[src/rtl/wide_add_sequencer.sv]
// Wide adder that reuses one CHUNK_W-bit slice over NUM_CHUNKS cycles, LS chunk first.
// Define WIDE_ADD_SEQ_SUB_EN to add a 'sub' port giving a - b (cout=1 means no borrow).
module wide_add_sequencer #(
  parameter int CHUNK_W    = 32,
  parameter int NUM_CHUNKS = 4,
  localparam int W         = CHUNK_W * NUM_CHUNKS
) (
  input  logic         clk,
  input  logic         rst_n,
  input  logic         in_valid,
  output logic         in_ready,
  input  logic [W-1:0] a,
  input  logic [W-1:0] b,
  input  logic         cin,
`ifdef WIDE_ADD_SEQ_SUB_EN
  input  logic         sub,
`endif
  output logic         out_valid,
  input  logic         out_ready,
  output logic [W-1:0] sum,
  output logic         cout
);

  localparam int IDX_W = (NUM_CHUNKS > 1) ? $clog2(NUM_CHUNKS) : 1;

  typedef enum logic [1:0] {IDLE, RUN, DONE} state_t;

  state_t             state_q, state_d;
  logic [W-1:0]       a_q, a_d;
  logic [W-1:0]       b_q, b_d;
  logic [W-1:0]       sum_q, sum_d;
  logic [IDX_W-1:0]   idx_q, idx_d;
  logic               carry_q, carry_d;
  logic               cout_q, cout_d;

  logic [CHUNK_W-1:0] a_chunk;
  logic [CHUNK_W-1:0] b_chunk;
  logic [CHUNK_W:0]   add_res;

  // The single shared slice: operates on the chunk selected by idx_q.
  assign a_chunk = a_q[int'(idx_q) * CHUNK_W +: CHUNK_W];
  assign b_chunk = b_q[int'(idx_q) * CHUNK_W +: CHUNK_W];
  assign add_res = {1'b0, a_chunk} + {1'b0, b_chunk} + (CHUNK_W + 1)'(carry_q);

  always_comb begin
    state_d = state_q;
    a_d     = a_q;
    b_d     = b_q;
    sum_d   = sum_q;
    idx_d   = idx_q;
    carry_d = carry_q;
    cout_d  = cout_q;
    case (state_q)
      IDLE: begin
        if (in_valid) begin
          a_d     = a;
`ifdef WIDE_ADD_SEQ_SUB_EN
          // Subtraction as a + ~b + 1: invert b once at capture, seed carry with 1.
          b_d     = sub ? ~b : b;
          carry_d = sub ? 1'b1 : cin;
`else
          b_d     = b;
          carry_d = cin;
`endif
          idx_d   = '0;
          state_d = RUN;
        end
      end
      RUN: begin
        sum_d[int'(idx_q) * CHUNK_W +: CHUNK_W] = add_res[CHUNK_W-1:0];
        carry_d = add_res[CHUNK_W];
        if (idx_q == IDX_W'(NUM_CHUNKS - 1)) begin
          cout_d  = add_res[CHUNK_W];
          state_d = DONE;
        end else begin
          idx_d = idx_q + IDX_W'(1);
        end
      end
      DONE: begin
        if (out_ready) state_d = IDLE;
      end
      default: state_d = IDLE;
    endcase
  end

  always_ff @(posedge clk or negedge rst_n) begin
    if (!rst_n) begin
      state_q <= IDLE;
      a_q     <= '0;
      b_q     <= '0;
      sum_q   <= '0;
      idx_q   <= '0;
      carry_q <= 1'b0;
      cout_q  <= 1'b0;
    end else begin
      state_q <= state_d;
      a_q     <= a_d;
      b_q     <= b_d;
      sum_q   <= sum_d;
      idx_q   <= idx_d;
      carry_q <= carry_d;
      cout_q  <= cout_d;
    end
  end

  assign in_ready  = (state_q == IDLE);
  assign out_valid = (state_q == DONE);
  assign sum       = sum_q;
  assign cout      = cout_q;

endmodule

[config.mk]
export PLATFORM = sky130hd
export DESIGN_NAME = wide_add_sequencer
export DESIGN_NICKNAME = d
export VERILOG_FILES = /design/src/rtl/wide_add_sequencer.sv
export SDC_FILE = /design/constraint.sdc
export NUM_CORES = 1
export LEC_CHECK = 0
export ABC_AREA = 1
export ABC_CLOCK_PERIOD_IN_PS = 3540
export BUFFER_PORTS_ARGS = -buffer_cell sky130_fd_sc_hd__buf_2
export CAP_MARGIN = 20
export CORE_MARGIN = 4
export CORE_UTILIZATION = 40
export DETAILED_ROUTE_END_ITERATION = 7
export SYNTH_ARGS = -nofsm -noshare
export SYNTH_HDL_FRONTEND = slang
export SYNTH_SLANG_ARGS = --single-unit
[constraint.sdc]
create_clock -name clk -period 3.54 [get_ports clk]
set_input_delay 0.531 -clock clk [delete_from_list [all_inputs] [get_ports clk]]
set_output_delay 0.531 -clock clk [all_outputs]
set_load 0.02 [all_outputs]
# After elaboration in Yosys (flattened, before gate mapping)
# Index checks and enable logic that the tools add are counted.
[word_totals]
regBits = 390
in_bits = 261
out_inout_bits = 131
elab_cells = 39
[op_classes]
n_addsub = 4
eq_ne = 7
shifts = 4
mux = 10
n_reduce_logical = 7
[ops]
columns = ["operator", "n"]
rows = [
  ["$shiftx 128x8->32", 2],
  ["$bwmux 128", 1],
  ["$shift 32x33->128 const A", 1],
  ["$shiftx 32x33->128", 1],
  ["$add 32x32->33", 1],
  ["$add 33x1->33", 1],
  ["$neg 7->33", 1],
  ["$mux 2", 5],
  ["$ne 2x2->1 const B", 3],
  ["$pmux 2 s3", 1],
  ["$reduce_and 2->1", 3],
  ["$reduce_and 3->1", 2],
  ["$eq 2x2->1 const B", 2],
  ["$pmux 2 s2", 1],
  ["$add 2x1->2 const B", 1],
  ["$eq 2x1->1 const B", 1],
  ["$logic_not 2->1", 1],
  ["$ne 2x1->1 const B", 1],
  ["$pmux 1 s2", 1],
  ["$reduce_bool 2->1", 1],
  ["$mux 1", 1],
]

# Logic depth before layout (Yosys ltp)
# Gate-level depths: netlist of run 1.
[logic_depth]
ltp_word = 5
mapped_depth = 19
ltp_nobuf = 17

# Worst setup path before layout of run 1
# OpenSTA, ideal clock, no wires.
[synth_path]
kind = "reg2reg"
startpoint = "register idx_q[0]"
endpoint = "register sum_q[112] (netlist: sum[112])"
setup_time_ns = 0.066
arrival_time_ns = 2.940
slack_ns = 0.535
path_stages_with_launch = 19
n_path_buf = 3
period_less_slack_ns = 3.005
cell_sequence = "dfrtp_1 buf_4 buf_2 buf_2 o21ai_0 o22ai_1 fa_1 fa_1 nand3_1 nand3_1 nand2_1 nand2_1 nand2_1 nand2_2 xor2_1 nand2_1 nor2_1 nand2_1 nand2_1"
[synth_between]
elab_chain_cells = 5
elab_cells_between_ends = 8
classes_between = "add/sub: 3; shift: 4; mux: 1"
[synth_rtl]
columns = ["item", "line", "rtl"]
rows = [
  ["start: declaration", "32", "logic [IDX_W-1:0] idx_q, idx_d;"],
  ["start signal: assignment", "100", "idx_q <= idx_d;"],
  ["$shiftx 128x8->32, on equally long branches", "41, 42", ""],
  ["$add 32x32->33", "43", "assign add_res = {1'b0, a_chunk} + {1'b0, b_chunk} + (CHUNK_W + 1)'(carry_q);"],
  ["$add 33x1->33", "43", ""],
  ["$shiftx 32x33->128", "70", "sum_d[int'(idx_q) * CHUNK_W +: CHUNK_W] = add_res[CHUNK_W-1:0];"],
  ["$bwmux 128 *", "70", ""],
  ["end signal: assignment", "99", "sum_q <= sum_d;"],
  ["end: declaration", "31", "logic [W-1:0] sum_q, sum_d;"],
]
# Mark *: on every way between the ends. The rest lies on a longest branch, timed or not.
# A chain may end at the register's enable or synchronous reset.

# Final worst setup path of run 1
[layout_path]
startpoint = "register idx_q[1]"
endpoint = "register sum_q[106] (netlist: sum[106])"
# The elaborated chain is that of the path after synthesis.

==> impl_metrics.ini, run 1 <==
[timing]
rsz0062_at_grt = no
finalSetupTns_ps = 0
period_share_pct = 95.4
relSlewSlack_pct = 24.7
hold_viol_final = 0
fin_worst_skew_ps = 20.6
holdWs_ps = 140
setup_violations = 0
setup_ws_ps = 164
final-max-slew-violation-count = 0
fmax_mhz = 296
worst_pin_slew_ps = 1130
timing.final.crit_period_ps = 3380

[synthesis]
syn_area_sq_mm = 0.0190
postSynthAreaPerCell_sq_um = 7.56
synth.mux.area_fraction_pct = 0
yosysUniqueCellTypes = 36
synth_edf_count = 0
synth_top_family_by_area = simple AND/OR/NAND/NOR gates
ys_seq_area_share_pct = 51.4
yosysWarnings = 0
synth_cells = 2512
synth.largest_area_cell = dfrtp_1
synthTopCellsByArea = dfrtp_1 51%, nand2_1 24%, o21ai_0 4.1%
synth_adder_area_share_pct = 2.65
yosys.area_share.simple_pct = 31.3
synth-compound-area-share_pct = 8.13
synth_xor_area_share_pct = 0.732
ys_ff_latch = 390
synthesis.nets = 2812
synthArstFlopShare_pct = 100
synth_top_area_share_pct = 51.4
ys.flop_type = dfrtp_1

[critical_path]
cpMostUsedCell = nand2_1
cp_slowest_cell = xnor2_1
crit_chain = inv_2, buf_4, o21ai_0, o22ai_1, ha_1, nand2_2, inv_1, nand2_1, nand2_1, inv_1, nand3_1, xnor2_1, nor2_1, nand3_1, nand2_1
critical_path_class = reg -> reg
worstSetupEndpointType = register
required_ps = 4000
worstPathMaxFanout = 16
ff2ff_path_depth = 15
crit_arrival_ps = 3840
crit_path_start_kind = register
cp_slowest_stage_delay_ps = 490

[grt]
grt_pass1_wl_microns = 98200
grt_use_total_pct = 24.5
first_global_vias = 17500
grt_max_degree = 205
antenna_found_initial = 6
grt-ovfl-total = 0

[pwr]
p_per_area_mw_per_mm2 = 1210
p_leak_uw = 0.0131
p_switching_uw = 14100
p_int_uw = 13900
ir_worst_vdd_mv = 0.614
p_clk_share_pct = 16.7
p_comb_share_pct = 56.8
swShare_pct = 50.4
p_seq_share_pct = 26.5

[floorplanning]
io_pins = 392
die_h_microns = 226
coreArea_sq_mm = 0.0468
die_w_microns = 226
start_util_pct = 40.6
row_count = 79
dieArea_sq_mm = 0.0510

[placed_design]
gp_congestion = 0.941
port-buffer-count = 391
dpl.hpwl_microns = 46200
place_ws_ps = 219

[run_status]
outcome = finished, final reports clean

[drt]
vias = 17900
viasPerCell = 5.10
dr.pass1.iters = 6
wl_per_cell_microns = 18.2
post-route-drc-count = 0
ant_nets = 0
drt_iter0_markers = 1539
wirelength_microns = 63700

[worst_hold_path]
min_path_type = in -> reg
hold_path_depth = 3

[clocking]
cts_setup_buffers = 0
clockBufferDepth = 3
cts-htree-levels = 2
cts_inserted_buffers = 44
clock-sinks = 390
clock_latency_ps = 580
clk_pin_slew_ps = 60
cts_tree = yes
clock-root-buffer = clkbuf_16

[job]
maxCapViolCount = 0

[final_layout]
final_layout_size_suffix_gt1_share_pct = 18.3
mostFrequentLayoutCell = nand2_1
seq_area_sq_mm = 0.00976
final_cell_mix = 1225 x nand2_1, 390 x buf_2, 388 x dfrtp_1
multi_input_area_sq_mm = 0.00814
syn_to_final_growth_pct = 21.7
fillCellCount = 4680
layout.nets = 3160
==> state kept, by name (all words and copies together) (netlist names) <==
register,count
cout,1
carry_q,1
sum,128
b_q,128
state_q,2
a_q,128
idx_q,2
==> path summary, 6_finish.rpt <==
| kind | from | end | slack (ps) |
|---|---|---|---|
| max | idx_q[1] | sum[106] | 160 |
| min | a[21] | a_q[21] | 140 |
| max reg2reg | idx_q[1] | sum[106] | 160 |
| min reg2reg | b_q[47] | b_q[47] | 470 |
| max in group asynchronous | rst_n | sum[93] | 1910 |
| min in group asynchronous | rst_n | sum[98] | 560 |
==> cells by family after synthesis <==
family	after synthesis
fa+ha+maj	39
buf+inv	272
xor+xnor	15
simple gates	1519
compound gates	277
flops	390
==> synthesized netlist by cell type, types with 2 or more instances <==
library cell	instances
nand3_2	3
and3_1	2
dfrtp_1	390
xor2_1	7
nor2_1	182
o21ai_0	155
o31ai_1	2
nand4_1	22
fa_1	2
o22ai_1	64
inv_1	134
nand2_1	1226
clkinv_1	2
buf_4	5
nor3_1	6
o21ai_1	19
and2_1	2
nor2_2	2
buf_1	6
nand2_2	10
clkbuf_1	79
inv_2	6
buf_2	40
a22o_1	15
a32o_1	2
nand3_1	59
a21oi_1	18
xnor2_1	7
nor2_4	2
ha_1	37
==> through the flow <==
stage	utilization (%)	total power (uW)	cell area, sq um	cells
after global routing	49.4	30400	23100	3500
after global placement	46.2	23100	21600	3420
after detailed placement	46.2	23200	21600	3420
final	49.4	28000	23100	3502
after floorplan	-	17800	19000	2512
after CTS	49.4	28000	23100	3500
==> final cells by class <==
cell class / count / area share [%]
Tap cell: 607 / 3.29
Multi-Input combinational cell: 1850 / 35.3
Clock inverter: 16 / 0.991
Inverter: 142 / 2.36
Antenna cell: 2 / 0.0217
Clock buffer: 63 / 5.34
Sequential cell: 390 / 42.3
Timing Repair Buffer: 432 / 10.5
==> critical path: cells and delay by family, from the launching register on <==
kind	cells	cell delay, ps
AND/OR/NAND/NOR	7	890
buffers and inverters	4	670
XOR/XNOR	1	490
flip-flops	1	430
adder cells (fa/ha/maj)	1	400
AO/OA/AOI/OAI	2	350
==> power groups by stage <==
stage / clock network [uW] / registers, uW / logic (uW)
2_1_floorplan: 0 / 7600 / 10200
3_3_place_gp: 0 / 7440 / 15600
3_5_place_dp: 0 / 7460 / 15800
4_1_cts: 4760 / 7410 / 15900
5_1_grt: 4940 / 7620 / 17800
6_report: 4680 / 7430 / 15900
==> metal layers <==
metal	up-vias	track usage, %	routed length (microns)
met5	-	0	39
met4	6	7.13	1780
met3	106	5.00	4720
met2	683	37.1	27900
met1	8486	35.9	29200
li1	8592	-	-
==> repair_timing <==
action                                 in CTS  in global routing
setup endpoints to repair                   0                 10
endpoints found under the hold margin      21                  0
gates resized for setup                     0                  2
hold buffers                                1                  0
(Power assumes the default switching activity.)
==> inputs of run 2 (changes only) <==
--- a/config.mk
+++ b/config.mk
@@ -11,6 +11,7 @@
 export CAP_MARGIN = 20
 export CORE_MARGIN = 4
 export CORE_UTILIZATION = 40
+export CTS_BUF_LIST = sky130_fd_sc_hd__clkbuf_8
 export DETAILED_ROUTE_END_ITERATION = 7
 export SYNTH_ARGS = -nofsm -noshare
 export SYNTH_HDL_FRONTEND = slang
==> impl_metrics.ini, run 2 (synthesis results as in run 1) <==
[run_status]
outcome = finished, final reports clean

[timing]
setup_violations = 0
fmax_mhz = 292
setup_ws_ps = 121
fin_worst_skew_ps = 53.6
worst_pin_slew_ps = 1170
holdWs_ps = 69.9
period_share_pct = 96.6
finalSetupTns_ps = 0
hold_viol_final = 0
rsz0062_at_grt = no
timing.final.crit_period_ps = 3420
relSlewSlack_pct = 21.7
final-max-slew-violation-count = 0

[grt]
grt-ovfl-total = 0
grt_pass1_wl_microns = 98600
antenna_found_initial = 4
grt_max_degree = 205
grt_use_total_pct = 24.6
first_global_vias = 17700

[critical_path]
ff2ff_path_depth = 15
critical_path_class = reg -> reg
r2r_slack_ps = 120
worstSetupEndpointType = register
cpMostUsedCell = nand2_1
crit_chain = inv_2, buf_4, o21ai_0, o22ai_1, ha_1, nand2_2, inv_1, nand2_1, nand2_1, inv_1, nand3_1, xnor2_1, nor2_1, nand3_1, nand2_1
cp_slowest_cell = xnor2_1
worstPathMaxFanout = 16
required_ps = 4040
crit_path_start_kind = register
crit_arrival_ps = 3920
cp_slowest_stage_delay_ps = 520

[final_layout]
final_cell_mix = 1225 x nand2_1, 390 x buf_2, 388 x dfrtp_1
final_layout_size_suffix_gt1_share_pct = 19.2
syn_to_final_growth_pct = 21.1
mostFrequentLayoutCell = nand2_1
layout.nets = 3185

[drt]
wl_per_cell_microns = 18.0
ant_nets = 0
drt_iter0_markers = 1442
post-route-drc-count = 0
met1Wirelength_microns = 29700
dr.pass1.iters = 5
dr_wl_met3_microns = 4490
wl_met2_microns = 28200
wirelength_microns = 63800
vias = 17900
viasPerCell = 5.05
top_layer = met5

[clocking]
clock-sinks = 390
cts_tree = yes
clock_latency_ps = 660
clk_pin_slew_ps = 60
clock-root-buffer = clkbuf_8
clockBufferDepth = 3
cts_inserted_buffers = 69
cts-htree-levels = 3

[floorplanning]
io_pins = 392
start_util_pct = 40.6
coreArea_sq_mm = 0.0468
row_count = 79
die_w_microns = 226
dieArea_sq_mm = 0.0510
die_h_microns = 226

[placed_design]
dpl.hpwl_microns = 46200
place_ws_ps = 219
gp_congestion = 0.941
port-buffer-count = 391

[worst_hold_path]
min_path_type = in -> reg
hold_path_depth = 3

[pwr]
p_clk_share_pct = 15.1
p_switching_uw = 14200
swShare_pct = 51.5
p_comb_share_pct = 58.0
p_seq_share_pct = 27.0
p_int_uw = 13300
ir_worst_vdd_mv = 0.641
fin_total_pwr_uw = 27500
p_leak_uw = 0.0131
p_per_area_mw_per_mm2 = 1200

[job]
maxCapViolCount = 0
[run 2: metal layers]
metal	GRT usage (%)	vias up
li1	-	8651
met1	35.8	8495
met5	0	-
met4	6.84	4
met3	4.91	84
met2	37.6	640
[run 2: worst max-delay path: cells and delay by family, from the launching register on]
family / cells / cell delay, ps
buffers and inverters: 4 / 680
xor gates and xnor gates: 1 / 520
and+or+nand+nor: 7 / 890
AOI/OAI and AO/OA: 2 / 350
DFF: 1 / 430
adders and majority gates: 1 / 400
[run 2: area by class of cell]
type / instances / area (sq um)
repair buffers: 432 / 2410
multi-input cells: 1850 / 8150
fillers: 4711 / 23800
flip-flops and latches: 390 / 9760
clock buffers: 80 / 1100
diodes: 1 / 2.50
clock inverters: 39 / 253
inverters: 142 / 546
well taps: 607 / 759
[run 2: worst paths after layout]
| path | from | endpoint |
|---|---|---|
| max | idx_q[1] | sum[106] |
| min | b[46] | b_q[46] |
| max reg2reg | idx_q[1] | sum[106] |
| min reg2reg | b_q[57] | b_q[57] |
| max in group asynchronous | rst_n | sum[87] |
| min in group asynchronous | rst_n | sum[10] |
[run 2: what timing repair did]
action / 4_1_cts / 5_1_grt
buffers inserted: 0 / 0
hold buffers: 1 / 0
resized for setup: 0 / 3
hold endpoints to repair: 79 / 0
setup endpoints to repair: 0 / 24
[run 2: power by group through the flow]
| stage | Combinational, uW | Clock, uW | Sequential, uW |
|---|---|---|---|
| CTS | 15900 | 4260 | 7410 |
| global placement | 15600 | 0 | 7440 |
| detailed placement | 15800 | 0 | 7460 |
| finish | 16000 | 4150 | 7430 |
| floorplan | 10200 | 0 | 7600 |
| global route | 17800 | 4440 | 7620 |
[run 2: metrics by stage]
stage	util, %	std cells	instance area, sq um
after global routing	49.2	3540	23000
after floorplan	-	2512	19000
after CTS	49.1	3540	23000
after detailed placement	46.2	3420	21600
after global placement	46.2	3420	21600
final	49.2	3541	23000
